===== config.mk =====
export PLATFORM = sky130hd
export DESIGN_NAME = tft_timing_gen_flat
export DESIGN_NICKNAME = d
export VERILOG_FILES = /design/src/rtl/tft_if.sv /design/src/rtl/tft_timing_gen.sv /design/src/flat_wrapper.sv
export SDC_FILE = /design/constraint.sdc
export NUM_CORES = 1
export LEC_CHECK = 0
export BUFFER_PORTS_ARGS = -buffer_cell sky130_fd_sc_hd__clkbuf_2
export CORE_UTILIZATION = 40
export DETAILED_ROUTE_END_ITERATION = 10
export HOLD_SLACK_MARGIN = 0.06
export SLEW_MARGIN = 30
export SYNTH_ARGS = -nofsm -noshare
export SYNTH_HDL_FRONTEND = slang
export SYNTH_SLANG_ARGS = --single-unit

===== constraint.sdc =====
create_clock -name tft_clk -period 2.2 [get_ports tft_clk]
set_clock_uncertainty 0.15 [all_clocks]
set_input_delay 0.22 -clock tft_clk [delete_from_list [all_inputs] [get_ports tft_clk]]
set_output_delay 0.22 -clock tft_clk [all_outputs]
set_load 0.01 [all_outputs]

===== src/rtl/tft_if.sv =====
// TFT timing bundle: control pulses in, raster and line-buffer strobes out.
interface tft_if;
  logic       tft_on_reg;
  logic       line_done;
  logic       clr_underrun;
  logic       HSYNC_n;
  logic       VSYNC_n;
  logic       DE;
  logic       BRAM_TFT_rd;
  logic       BRAM_TFT_oe;
  logic       get_line;
  logic [8:0] line_num;
  logic       frame_start;
  logic       underrun;
  logic       underrun_irq;

  modport master (
    output tft_on_reg, line_done, clr_underrun,
    input  HSYNC_n, VSYNC_n, DE, BRAM_TFT_rd, BRAM_TFT_oe,
    input  get_line, line_num, frame_start, underrun, underrun_irq
  );

  modport slave (
    input  tft_on_reg, line_done, clr_underrun,
    output HSYNC_n, VSYNC_n, DE, BRAM_TFT_rd, BRAM_TFT_oe,
    output get_line, line_num, frame_start, underrun, underrun_irq
  );
endinterface


===== src/rtl/tft_timing_gen.sv =====
// Raster timing generator for the TFT panel with line-buffer read strobes,
// per-line fetch requests and underrun detection.
module tft_timing_gen #(
  parameter int unsigned H_SYNC   = 96,
  parameter int unsigned H_BP     = 48,
  parameter int unsigned H_ACTIVE = 640,
  parameter int unsigned H_FP     = 16,
  parameter int unsigned V_SYNC   = 2,
  parameter int unsigned V_BP     = 33,
  parameter int unsigned V_ACTIVE = 480,
  parameter int unsigned V_FP     = 10
) (
  input  logic   tft_clk,
  input  logic   tft_rst,
  tft_if.slave   bus
);

  localparam int unsigned H_TOTAL = H_SYNC + H_BP + H_ACTIVE + H_FP;
  localparam int unsigned V_TOTAL = V_SYNC + V_BP + V_ACTIVE + V_FP;
  localparam int unsigned HA      = H_SYNC + H_BP;
  localparam int unsigned VA      = V_SYNC + V_BP;

  localparam logic [9:0] H_LAST      = 10'(H_TOTAL - 1);
  localparam logic [9:0] V_LAST      = 10'(V_TOTAL - 1);
  localparam logic [9:0] H_SYNC_END  = 10'(H_SYNC);
  localparam logic [9:0] V_SYNC_END  = 10'(V_SYNC);
  localparam logic [9:0] H_RD_FIRST  = 10'(HA - 2);
  localparam logic [9:0] H_RD_LAST   = 10'(HA + H_ACTIVE - 3);
  localparam logic [9:0] H_OE_FIRST  = 10'(HA - 1);
  localparam logic [9:0] H_OE_LAST   = 10'(HA + H_ACTIVE - 2);
  localparam logic [9:0] H_DE_FIRST  = 10'(HA);
  localparam logic [9:0] H_DE_LAST   = 10'(HA + H_ACTIVE - 1);
  localparam logic [9:0] H_GET       = 10'(HA + H_ACTIVE);
  localparam logic [9:0] V_ACT_FIRST = 10'(VA);
  localparam logic [9:0] V_ACT_LAST  = 10'(VA + V_ACTIVE - 1);
  localparam logic [9:0] V_REQ_FIRST = 10'(VA - 1);
  localparam logic [9:0] V_REQ_LAST  = 10'(VA + V_ACTIVE - 2);

  // Counters hold the position whose outputs are being computed, so every
  // output flop presents that position one cycle later.
  logic [9:0] h_cnt_q, h_cnt_d;
  logic [9:0] v_cnt_q, v_cnt_d;
  logic       en_frame_q, en_frame_d;
  logic       pending_q, pending_d;
  logic       hsync_n_q, hsync_n_d;
  logic       vsync_n_q, vsync_n_d;
  logic       de_q, de_d;
  logic       rd_q, rd_d;
  logic       oe_q, oe_d;
  logic       get_line_q, get_line_d;
  logic [8:0] line_num_q, line_num_d;
  logic       frame_start_q, frame_start_d;
  logic       underrun_q, underrun_d;
  logic       irq_q, irq_d;

  logic h_wrap, frame_pos, line_en, check, pend_now, evt;

  always_ff @(posedge tft_clk) begin
    if (tft_rst) begin
      h_cnt_q       <= '0;
      v_cnt_q       <= '0;
      en_frame_q    <= 1'b0;
      pending_q     <= 1'b0;
      hsync_n_q     <= 1'b1;
      vsync_n_q     <= 1'b1;
      de_q          <= 1'b0;
      rd_q          <= 1'b0;
      oe_q          <= 1'b0;
      get_line_q    <= 1'b0;
      line_num_q    <= '0;
      frame_start_q <= 1'b0;
      underrun_q    <= 1'b0;
      irq_q         <= 1'b0;
    end else begin
      h_cnt_q       <= h_cnt_d;
      v_cnt_q       <= v_cnt_d;
      en_frame_q    <= en_frame_d;
      pending_q     <= pending_d;
      hsync_n_q     <= hsync_n_d;
      vsync_n_q     <= vsync_n_d;
      de_q          <= de_d;
      rd_q          <= rd_d;
      oe_q          <= oe_d;
      get_line_q    <= get_line_d;
      line_num_q    <= line_num_d;
      frame_start_q <= frame_start_d;
      underrun_q    <= underrun_d;
      irq_q         <= irq_d;
    end
  end

  always_comb begin
    h_wrap  = (h_cnt_q == H_LAST);
    h_cnt_d = h_wrap ? '0 : h_cnt_q + 10'd1;
    v_cnt_d = v_cnt_q;
    if (h_wrap) begin
      v_cnt_d = (v_cnt_q == V_LAST) ? '0 : v_cnt_q + 10'd1;
    end

    frame_pos     = (h_cnt_q == '0) && (v_cnt_q == '0);
    en_frame_d    = frame_pos ? bus.tft_on_reg : en_frame_q;
    frame_start_d = frame_pos;
    line_en       = en_frame_d && (v_cnt_q >= V_ACT_FIRST) && (v_cnt_q <= V_ACT_LAST);

    hsync_n_d = (h_cnt_q >= H_SYNC_END);
    vsync_n_d = (v_cnt_q >= V_SYNC_END);
    rd_d      = line_en && (h_cnt_q >= H_RD_FIRST) && (h_cnt_q <= H_RD_LAST);
    oe_d      = line_en && (h_cnt_q >= H_OE_FIRST) && (h_cnt_q <= H_OE_LAST);
    de_d      = line_en && (h_cnt_q >= H_DE_FIRST) && (h_cnt_q <= H_DE_LAST);

    get_line_d = en_frame_d && (h_cnt_q == H_GET) &&
                 (v_cnt_q >= V_REQ_FIRST) && (v_cnt_q <= V_REQ_LAST);
    line_num_d = get_line_d ? 9'(v_cnt_q - V_REQ_FIRST) : line_num_q;

    // A done pulse seen alongside a fresh request belongs to the previous one.
    pend_now  = get_line_q | (pending_q & ~bus.line_done);
    check     = line_en && (h_cnt_q == H_RD_FIRST);
    evt       = check && pend_now;
    pending_d = check ? 1'b0 : pend_now;

    underrun_d = evt | (underrun_q & ~bus.clr_underrun);
    irq_d      = evt & (~underrun_q | bus.clr_underrun);
  end

  assign bus.HSYNC_n      = hsync_n_q;
  assign bus.VSYNC_n      = vsync_n_q;
  assign bus.DE           = de_q;
  assign bus.BRAM_TFT_rd  = rd_q;
  assign bus.BRAM_TFT_oe  = oe_q;
  assign bus.get_line     = get_line_q;
  assign bus.line_num     = line_num_q;
  assign bus.frame_start  = frame_start_q;
  assign bus.underrun     = underrun_q;
  assign bus.underrun_irq = irq_q;

endmodule


===== src/flat_wrapper.sv =====
// flat-port wrapper written by rule: the top's interface ports become plain ports
module tft_timing_gen_flat 
#(
  parameter int unsigned H_SYNC   = 96,
  parameter int unsigned H_BP     = 48,
  parameter int unsigned H_ACTIVE = 640,
  parameter int unsigned H_FP     = 16,
  parameter int unsigned V_SYNC   = 2,
  parameter int unsigned V_BP     = 33,
  parameter int unsigned V_ACTIVE = 480,
  parameter int unsigned V_FP     = 10
)
  (tft_clk, tft_rst, bus_tft_on_reg, bus_line_done, bus_clr_underrun, bus_HSYNC_n, bus_VSYNC_n, bus_DE, bus_BRAM_TFT_rd, bus_BRAM_TFT_oe, bus_get_line, bus_line_num, bus_frame_start, bus_underrun, bus_underrun_irq);
  tft_if bus_i ();
  input  logic tft_clk;
  input  logic tft_rst;
  input wire logic [$bits(bus_i.tft_on_reg)-1:0] bus_tft_on_reg;
  input wire logic [$bits(bus_i.line_done)-1:0] bus_line_done;
  input wire logic [$bits(bus_i.clr_underrun)-1:0] bus_clr_underrun;
  output wire logic [$bits(bus_i.HSYNC_n)-1:0] bus_HSYNC_n;
  output wire logic [$bits(bus_i.VSYNC_n)-1:0] bus_VSYNC_n;
  output wire logic [$bits(bus_i.DE)-1:0] bus_DE;
  output wire logic [$bits(bus_i.BRAM_TFT_rd)-1:0] bus_BRAM_TFT_rd;
  output wire logic [$bits(bus_i.BRAM_TFT_oe)-1:0] bus_BRAM_TFT_oe;
  output wire logic [$bits(bus_i.get_line)-1:0] bus_get_line;
  output wire logic [$bits(bus_i.line_num)-1:0] bus_line_num;
  output wire logic [$bits(bus_i.frame_start)-1:0] bus_frame_start;
  output wire logic [$bits(bus_i.underrun)-1:0] bus_underrun;
  output wire logic [$bits(bus_i.underrun_irq)-1:0] bus_underrun_irq;
  assign bus_i.tft_on_reg = bus_tft_on_reg;
  assign bus_i.line_done = bus_line_done;
  assign bus_i.clr_underrun = bus_clr_underrun;
  assign bus_HSYNC_n = bus_i.HSYNC_n;
  assign bus_VSYNC_n = bus_i.VSYNC_n;
  assign bus_DE = bus_i.DE;
  assign bus_BRAM_TFT_rd = bus_i.BRAM_TFT_rd;
  assign bus_BRAM_TFT_oe = bus_i.BRAM_TFT_oe;
  assign bus_get_line = bus_i.get_line;
  assign bus_line_num = bus_i.line_num;
  assign bus_frame_start = bus_i.frame_start;
  assign bus_underrun = bus_i.underrun;
  assign bus_underrun_irq = bus_i.underrun_irq;
  tft_timing_gen #(.H_SYNC(H_SYNC), .H_BP(H_BP), .H_ACTIVE(H_ACTIVE), .H_FP(H_FP), .V_SYNC(V_SYNC), .V_BP(V_BP), .V_ACTIVE(V_ACTIVE), .V_FP(V_FP)) u_core (.tft_clk(tft_clk), .tft_rst(tft_rst), .bus(bus_i));
endmodule

### After elaboration in Yosys (flattened, before gate mapping)

Index checks and enable logic that the tools add are counted.

| storage, ports and cells | value |
|---|---|
| bits in registers | 40 |
| bits of input ports | 5 |
| output and inout bits | 18 |
| word-level logic and storage cells | 62 |

| cells by class | value |
|---|---|
| $add $sub $neg | 3 |
| magnitude comparators | 12 |
| eq/ne operators | 4 |
| mux-type cells | 2 |
| bitwise gates (word level) | 9 |
| reduce and logical (&&, ||, !) cells | 18 |

Operators with widths:

| cell | number |
|---|---|
| <= comparator 10 bit (second input constant) | 5 |
| == test 10 bit (second input constant) | 3 |
| greater-or-equal comparator 10 x 8 -> 1 bit (second input constant) | 3 |
| adder 10 x 1 -> 10 bit (second input constant) | 2 |
| greater-or-equal comparator 10 x 6 -> 1 bit (second input constant) | 2 |
| logical NOT 10 bit | 2 |
| logical AND 1 bit | 14 |
| == test 10 x 8 -> 1 bit (second input constant) | 1 |
| greater-or-equal comparator 10 x 2 -> 1 bit (second input constant) | 1 |
| greater-or-equal comparator 10 x 7 -> 1 bit (second input constant) | 1 |
| 2-to-1 mux 10 bit | 1 |
| subtractor 9 x 6 -> 9 bit (second input constant) | 1 |
| OR reduction 2 bit | 2 |
| bitwise AND 1 bit | 3 |
| inverter 1 bit | 3 |
| bitwise OR 1 bit | 3 |
| 2-to-1 mux 1 bit | 1 |

### Logic depth before layout (Yosys ltp)

Gate-level depths: netlist of the first run.

| logic depth | value |
|---|---|
| depth after elaboration | 8 |
| mapped depth | 8 |
| depth with buffers taken out | 7 |

### Worst setup path before layout of the first run

OpenSTA, ideal clock, no wires.

| path | value |
|---|---|
| path kind | reg2reg |
| start point | register u_core.h_cnt_q[6] |
| end point | register u_core.line_num_q[1] (netlist: u_core.bus.line_num[1]) |
| library setup time | 123 ps |
| data arrival time | 1831 ps |
| data required time | 1927 ps |
| setup slack | 96 ps |
| stages on the path, launching flop included | 7 |
| buffers on the path | 1 |
| clock period less this slack | 2104 ps |
| cells stage by stage | dfxtp_1 -> or2_1 -> buf_6 -> or3_4 -> a221oi_4 -> a21boi_4 -> mux2_1 |

| between the ends | value |
|---|---|
| cells in the longest elaborated chain, start to end | 6 |
| elaborated cells on any way between the ends | 7 |
| those cells by class | 1 x eq/ne; 1 x mux; 5 x reduce/logical |

Ends and longest elaborated chain:

| item | RTL line | source |
|---|---|---|
| start, declared | tft_timing_gen.sv:41 | `logic [9:0] h_cnt_q, h_cnt_d;` |
| start signal, assigned | tft_timing_gen.sv:75 | `h_cnt_q <= h_cnt_d;` |
| logical NOT 10 bit | tft_timing_gen.sv:100 | `frame_pos = (h_cnt_q == '0) && (v_cnt_q == '0);` |
| logical AND 1 bit | tft_timing_gen.sv:100 |  |
| 2-to-1 mux 1 bit | tft_timing_gen.sv:101 | `en_frame_d = frame_pos ? bus.tft_on_reg : en_frame_q;` |
| logical AND 1 bit * (2 in a row) | tft_timing_gen.sv:111 | `get_line_d = en_frame_d && (h_cnt_q == H_GET) &&` |
| logical AND 1 bit * | tft_timing_gen.sv:112 | `(v_cnt_q >= V_REQ_FIRST) && (v_cnt_q <= V_REQ_LAST);` |
| end signal, assigned | tft_timing_gen.sv:85 | `line_num_q <= line_num_d;` |
| end, declared | tft_timing_gen.sv:51 | `logic [8:0] line_num_q, line_num_d;` |

Mark *: on every way between the ends. The rest lies on a longest branch, timed or not.
A chain may end at the register's enable or synchronous reset.

### Worst setup path in the final report of the first run

| path | value |
|---|---|
| start point | register u_core.h_cnt_q[6] |
| end point | register u_core.line_num_q[3] (netlist: u_core.bus.line_num[3]) |

The elaborated chain is that of the path after synthesis.

==> metrics.yaml, run 1 <==
finalHoldViolations: 0
yosysWarnings: 0
synth_fp_nets: 252
cts.sinks: 40
fp.dieW_um: 75.7
nNetsFinal: 307
viasPerCell: 4.99
grt_pass1_wl_um: 7090
via_count: 1803
min_period_ns: 2.13
start_util: 0.420
core_mm2: 0.00517
rrSetupSlack_ns: 0.07
slew_headroom: 0.674
drc: 0
fill_cells: 496
synthesis.area_mm2: 0.00217
drtIter0Drc: 111
avgSynthCellArea_um2: 9.21
drive_above_1_share: 0.344
die-area_mm2: 0.00573
ys_async_sr_fraction: 0
leakagePower_nw: 1.16
crit_chain: "nor4_1, buf_4, and4_1, nand4_2, a21bo_4, mux2_4"
synthMuxAreaShare: 0.0547
worstSkewPairLatency_ns: 0.29
rows: 26
routedWlPerCell_um: 12.4
crit_path_start_kind: "flip-flop"
synthTopCellsByCount: "40 x dfxtp_1, 26 x nor2_1, 15 x nor3_1"
fin_util: 0.535
grt_pass1_vias: 1515
worstMarginPinSlew_ns: 0.483
numCtsBuffers: 5
synth_top_area_cell: "dfxtp_1"
netlist_top_cells_area: "dfxtp_1 37%, ha_1 6.3%, nor2_1 4.5%"
outcome: "finished, final reports clean"
overflow: 0
synth_seq_cells: 40
report.final.slew_viol_count: 0
grt_antenna_before_repair: 0
synth_top_area_frac: 0.368
whs_ns: 0.317
diodes: 0
fin_crit_sh: 0.967
seq_area_frac_synth: 0.368
critPathArrivalTime_ns: 2.16
rsz0062_at_grt: "true"
critPathSlowestCell: "dfxtp_1"
area_growth_pct: 27.2
fmax_mhz: 470
synth_compound_area_frac: 0.117
ir_drop_uv: 202
ios: 23
ant_nets: 0
synth_top_family_by_area: "simple AND/OR/NAND/NOR gates"
path_clk_slew_ns: 0.08
cp.required_ns: 2.23
worst_path_largest_cell_delay_ns: 0.35
grt_max_degree: 22
tritoncts: "done"
hpwl_um: 3300
synth-main-ff-cell: "dfxtp_1"
cap_violations: 0
place.gp.congestion: 0.808
crit_path_max_fanout: 6
holdCritPathClass: "in2reg"
cts_root_buf: "clkbuf_8"
synth_edf_count: 0
yosys.cell_count.top_type: "dfxtp_1"
grt_util_all_layers: 0.166
critical_path_class: "reg2reg"
synthAdderAreaFrac: 0.0633
synth_cell_types: 54
power_density_mw_per_mm2: 468
cts_htree_levels: 2
end_kind: "flip-flop"
synth-simple-area-share: 0.273
clk_path_buf_depth: 2
io_buffers: 22
drtPass1Iterations: 4
totalWireLength_um: 4480
finalSetupViolCount: 0
synthXorXnorAreaFrac: 0.0806
die_h_um: 75.7
synthCells: 236
[worst paths after layout]
path | to | from | depth (start not counted)
min reg2reg | u_core.bus.line_num[0]$_SDFFE_PP0P_ | u_core.bus.line_num[0]$_SDFFE_PP0P_ | 2
max | u_core.bus.line_num[3]$_SDFFE_PP0P_ | u_core.h_cnt_q[6]$_SDFF_PP0_ | 6
max reg2reg | u_core.bus.line_num[3]$_SDFFE_PP0P_ | u_core.h_cnt_q[6]$_SDFF_PP0_ | 6
min | u_core.en_frame_q$_SDFF_PP0_ | bus_tft_on_reg | 4
[area by class of cell]
class	count	area, µm²	share of cell area
Clock buffer	6	72.6	0.0262
Clock inverter	1	5.00	0.00181
Inverter	7	26.3	0.00950
Multi-Input combinational cell	175	1360	0.490
Sequential cell	40	805	0.291
Tap cell	70	87.6	0.0317
Timing Repair Buffer	62	413	0.149
[per-stage QoR]
stage | power, mW | setup slack [ns] | instances | instance area [µm²] | TNS (ns)
2_1_floorplan | 0.809 | 0.0956 | 236 | 2170 | 0
3_3_place_gp | 0.840 | 0.0190 | 352 | 2590 | 0
3_5_place_dp | 0.842 | 0.0137 | 352 | 2590 | 0
4_1_cts | 1.31 | 0.0629 | 360 | 2680 | 0
5_1_grt | 1.35 | -0.00995 | 361 | 2770 | -0.0280
6_report | 1.29 | 0.0732 | 361 | 2770 | 0
[metal layers]
metal | up-vias | track usage | share of wire
met5 | - | 0 | 0
met4 | 0 | 0.0679 | 0.020
met3 | 8 | 0.0317 | 0.029
met2 | 32 | 0.254 | 0.46
met1 | 826 | 0.230 | 0.49
li1 | 937 | - | -
[cell families after synthesis]
| family | after synthesis |
|---|---|
| and+or+nand+nor | 105 |
| DFF | 40 |
| AOI/OAI and AO/OA | 30 |
| buffers and inverters | 21 |
| xor gates and xnor gates | 20 |
| adders and majority gates | 11 |
| muxes | 9 |
[power by group]
part	switching, mW	internal [mW]	leakage, nW
registers	0.00620	0.734	0.325
clock network	0.244	0.216	0.0410
logic	0.0523	0.0410	0.794
[critical path: cells and delay by family (launching register included)]
kind,cells,cell delay [ns]
simple gates,3,0.72
flops,1,0.35
compound gates,1,0.34
mux,1,0.30
buf+inv,1,0.16
[flip-flops by register name, indices dropped and copies added (netlist names)]
name / flops
u_core.h_cnt_q: 10
u_core.v_cnt_q: 10
u_core.bus.line_num: 9
u_core.bus.BRAM_TFT_oe: 1
u_core.bus.BRAM_TFT_rd: 1
u_core.bus.DE: 1
u_core.bus.HSYNC_n: 1
u_core.bus.VSYNC_n: 1
u_core.bus.frame_start: 1
u_core.bus.get_line: 1
u_core.bus.underrun: 1
u_core.bus.underrun_irq: 1
u_core.en_frame_q: 1
u_core.pending_q: 1
[placed cells by master, fill, tap and decap left out, types with 5 or more instances in the layout]
master,Yosys,routed
nor2b_1,9,9
inv_1,7,5
dfxtp_1,40,37
mux2_4,5,8
buf_4,0,39
a21oi_1,6,6
xor2_1,9,9
nor3_1,15,15
clkbuf_2,0,22
nand3_1,10,10
clkbuf_8,0,5
xnor2_1,11,11
nor2_1,26,26
nand2_1,11,11
ha_1,11,9
[repair_timing]
item | 4_1_cts | 5_1_grt
hold buffers | 1 | 0
buffers inserted | 0 | 1
endpoints found under the setup margin | 2 | 10
endpoints found under the hold margin | 1 | 0
pin swaps | 0 | 2
gates resized for setup | 2 | 17
(Power assumes the default switching activity.)
==> run 2, diff against run 1 <==
Settings changed: RECOVER_POWER from default to 100.
==> metrics.yaml, run 2 (same netlist as run 1, synthesis figures left out) <==
outcome: "finished, final reports clean"
viasPerCell: 4.99
crit_buf_inv: 1
report.final.slew_viol_count: 0
io_buffers: 22
grt_antenna_before_repair: 0
preCtsSetupSlack_ns: 0.0137
power_mw: 1.30
timing.final.ws_setup_ns: 0.0700
slew_headroom: 0.676
overflow: 0
cts_htree_levels: 2
min_period_ns: 2.13
rows: 26
grt_pass1_vias: 1515
pwr-share-comb: 0.071
finalHoldViolations: 0
totalWireLength_um: 4500
hpwl_um: 3300
finalSetupTns_ns: 0
drtIter0Drc: 96
leakagePower_nw: 1.09
drive_above_1_share: 0.271
critPathArrivalTime_ns: 2.16
fin_util: 0.528
cts.sinks: 40
power_density_mw_per_mm2: 474
worstMarginPinSlew_ns: 0.480
start_util: 0.420
die-area_mm2: 0.00573
crit_path_start_kind: "flip-flop"
core_mm2: 0.00517
top_layer_used: "met4"
wl_met3_um: 149
wl_met1_um: 2210
critical_path_class: "reg2reg"
clkPwrFrac: 0.357
fin_area_mm2: 0.00273
critPathSlowestCell: "dfxtp_1"
wl_met2_um: 2050
cp.required_ns: 2.23
internal-power_uw: 990
ios: 23
final-instance-count-excl-fill: 361
whs_ns: 0.318
p_sw_uw: 305
grt_util_all_layers: 0.166
routedWlPerCell_um: 12.5
cap_violations: 0
crit_path_max_fanout: 6
ant_nets: 0
worstSkewPairLatency_ns: 0.29
holdCritPathClass: "in2reg"
area_growth_pct: 25.7
fmax_mhz: 469
placed_cell_area_mm2: 0.00259
die_h_um: 75.7
finalSetupViolCount: 0
fin_crit_sh: 0.968
tritoncts: "done"
nNetsFinal: 307
place.gp.congestion: 0.808
final_cell_mix: "37 x dfxtp_1, 34 x buf_4, 26 x nor2_1"
path_clk_slew_ns: 0.08
drtPass1Iterations: 4
clk_path_buf_depth: 2
via_count: 1803
diodes: 0
grt_pass1_wl_um: 7090
fp.dieW_um: 75.7
grt_max_degree: 22
sw_frac_of_total: 0.236
drc: 0
cts_root_buf: "clkbuf_8"
ir_drop_uv: 203
crit_family: "simple AND/OR/NAND/NOR gates"
power_frac_seq: 0.572
numCtsBuffers: 5
end_kind: "flip-flop"
place_inst: 352
worst_path_largest_cell_delay_ns: 0.35
final_common_cell: "dfxtp_1"
rsz0062_at_grt: "true"
crit_chain: "nor4_1, buf_4, and4_1, nand4_2, a21bo_4, mux2_4"
==> run 2: worst paths after layout <==
check	from	end	slack [ns]	cells after the start
worst min-delay path	bus_tft_on_reg	u_core.en_frame_q$_SDFF_PP0_	0.32	4
worst max-delay path	u_core.h_cnt_q[6]$_SDFF_PP0_	u_core.bus.line_num[3]$_SDFFE_PP0P_	0.07	6
worst min register to register	u_core.bus.line_num[0]$_SDFFE_PP0P_	u_core.bus.line_num[0]$_SDFFE_PP0P_	0.33	2
worst max register to register	u_core.h_cnt_q[6]$_SDFF_PP0_	u_core.bus.line_num[3]$_SDFFE_PP0P_	0.07	6
==> run 2: power by group through the flow <==
stage / combinational (mW) / clock (mW) / sequential, mW
6_report: 0.0923 / 0.462 / 0.741
3_5_place_dp: 0.0865 / 0 / 0.755
2_1_floorplan: 0.0505 / 0 / 0.758
4_1_cts: 0.0892 / 0.485 / 0.739
3_3_place_gp: 0.0854 / 0 / 0.755
5_1_grt: 0.102 / 0.509 / 0.741
==> run 2: routing by layer <==
layer / GRT usage / vias to the layer above
li1: - / 938
met1: 0.230 / 828
met2: 0.254 / 29
met3: 0.0317 / 8
met4: 0.0679 / 0
met5: 0 / -
==> run 2: layout make-up <==
cell class                 count  area (µm²)
tap                           70        87.6
clock inverter                 1        5.00
clock buffer                   6        72.6
timing repair buffer          62         379
inverter                       7        26.3
fill                         508        2440
sequential                    40         805
multi-input combinational    175        1360
==> run 2: repair_timing <==
item	in CTS	in global routing
cloned	0	0
endpoints found under the setup margin	2	10
pin swaps	0	2
resized for setup	2	17
endpoints found under the hold margin	1	0
buffers inserted	0	1
hold buffers	1	0
==> run 2: worst register-to-register path, cell delays in order (launching register included) <==
cell     delay [ns]
dfxtp_1        0.35
nor4_1         0.28
buf_4          0.16
and4_1         0.20
nand4_2        0.24
a21bo_4        0.34
mux2_4         0.30
==> run 3, diff against run 2 <==
Settings changed: PLACE_DENSITY from default to 0.68.
Clock period 2.2 ns to 2.3 ns, I/O delays scaled along.
==> metrics.yaml, run 3 (same netlist as run 1, synthesis figures left out) <==
power_density_mw_per_mm2: 491
worstSkewPairLatency_ns: 0.29
cts.sinks: 40
finalSetupViolCount: 0
end_kind: "flip-flop"
via_count: 1752
path_clk_slew_ns: 0.07
grt_antenna_before_repair: 0
finalSetupTns_ns: 0
die_h_um: 75.7
critPathArrivalTime_ns: 2.22
core_mm2: 0.00517
die-area_mm2: 0.00573
fin_util: 0.497
totalWireLength_um: 4380
fmax_mhz: 456
grt_pass1_vias: 1566
drtPass1Iterations: 4
ant_nets: 0
routedWlPerCell_um: 12.6
finalHoldViolations: 0
grt_pass1_wl_um: 7070
cts_root_buf: "clkbuf_8"
cap_violations: 0
cp.required_ns: 2.32
rows: 26
nNetsFinal: 294
fp.dieW_um: 75.7
drtIter0Drc: 87
report.final.slew_viol_count: 0
ios: 23
rsz0062_at_grt: "false"
leakagePower_nw: 1.01
holdCritPathClass: "in2reg"
worstMarginPinSlew_ns: 0.485
area_growth_pct: 18.3
final_common_cell: "dfxtp_1"
slew_headroom: 0.673
place_inst: 340
ir_drop_uv: 213
min_period_ns: 2.20
final-instance-count-excl-fill: 349
diodes: 0
grt_max_degree: 39
outcome: "finished, final reports clean"
crit_path_max_fanout: 7
timing.final.ws_setup_ns: 0.105
overflow: 0
final_cell_mix: "40 x dfxtp_1, 26 x nor2_1, 25 x buf_4"
place.gp.congestion: 0.834
crit_path_start_kind: "flip-flop"
tritoncts: "done"
io_buffers: 22
fill_cells: 500
cts_htree_levels: 2
preCtsSetupSlack_ns: 0.0419
grt_util_all_layers: 0.164
fin_crit_sh: 0.954
start_util: 0.420
critical_path_class: "reg2reg"
clk_path_buf_depth: 2
viasPerCell: 5.02
numCtsBuffers: 5
drc: 0
hpwl_um: 3180
drive_above_1_share: 0.197
-- run 3: changes by cell type in the layout (fill, tap and decap cells not counted), moves of 3 or more --
cell / before / now
mux2_1: 0 / 7
dfxtp_2: 3 / 0
buf_4: 34 / 25
mux2_4: 8 / 1
dfxtp_1: 37 / 40
-- run 3: path summary, 6_finish.rpt --
check,startpoint,end,slack [ns],depth (start not counted)
setup / recovery,u_core.v_cnt_q[3]$_SDFFE_PP0P_,u_core.bus.line_num[4]$_SDFFE_PP0P_,0.10,6
hold / removal,bus_clr_underrun,u_core.bus.underrun$_SDFF_PP0_,0.08,3
setup reg to reg,u_core.v_cnt_q[3]$_SDFFE_PP0P_,u_core.bus.line_num[4]$_SDFFE_PP0P_,0.10,6
hold reg to reg,u_core.bus.underrun$_SDFF_PP0_,u_core.bus.underrun$_SDFF_PP0_,0.35,2
-- run 3: final cells by class --
class	count	area [µm²]	area share
Multi-Input combinational cell	175	1280	0.498
Sequential cell	40	801	0.311
Timing Repair Buffer	49	283	0.110
Tap cell	70	87.6	0.0341
Clock buffer	6	82.6	0.0321
Inverter	7	26.3	0.0102
Clock inverter	2	10.0	0.00389
-- run 3: metal layers --
metal / wire length [µm] / GRT usage
met1: 2130 / 0.209
met3: 136 / 0.0291
met4: 51 / 0.0741
met5: 0 / 0
met2: 2060 / 0.273
-- run 3: critical path: stages (launching register included) --
cell     delay [ns]
dfxtp_1        0.39
nor4_2         0.40
buf_4          0.19
nand2_1        0.09
o21ai_2        0.30
a21bo_4        0.22
mux2_1         0.34
-- run 3: metrics by stage --
stage	hold WS, ns	cell area [µm²]	total power, mW
2_1_floorplan	0.272	2170	0.773
3_3_place_gp	0.317	2500	0.798
3_5_place_dp	0.333	2500	0.798
4_1_cts	0.0653	2590	1.28
5_1_grt	0.0862	2570	1.32
6_report	0.0754	2570	1.26
-- run 3: what timing repair did --
action,in CTS,in global routing
setup buffers,0,1
hold buffers,0,0
resized for setup,0,6
setup endpoints to repair,0,10
-- run 3: power breakdown --
| group | switching [mW] | internal (mW) | leakage (nW) |
|---|---|---|---|
| Sequential | 0.00587 | 0.702 | 0.324 |
| Clock | 0.239 | 0.239 | 0.0510 |
| Combinational | 0.0440 | 0.0333 | 0.637 |
| Total | 0.289 | 0.975 | 1.01 |
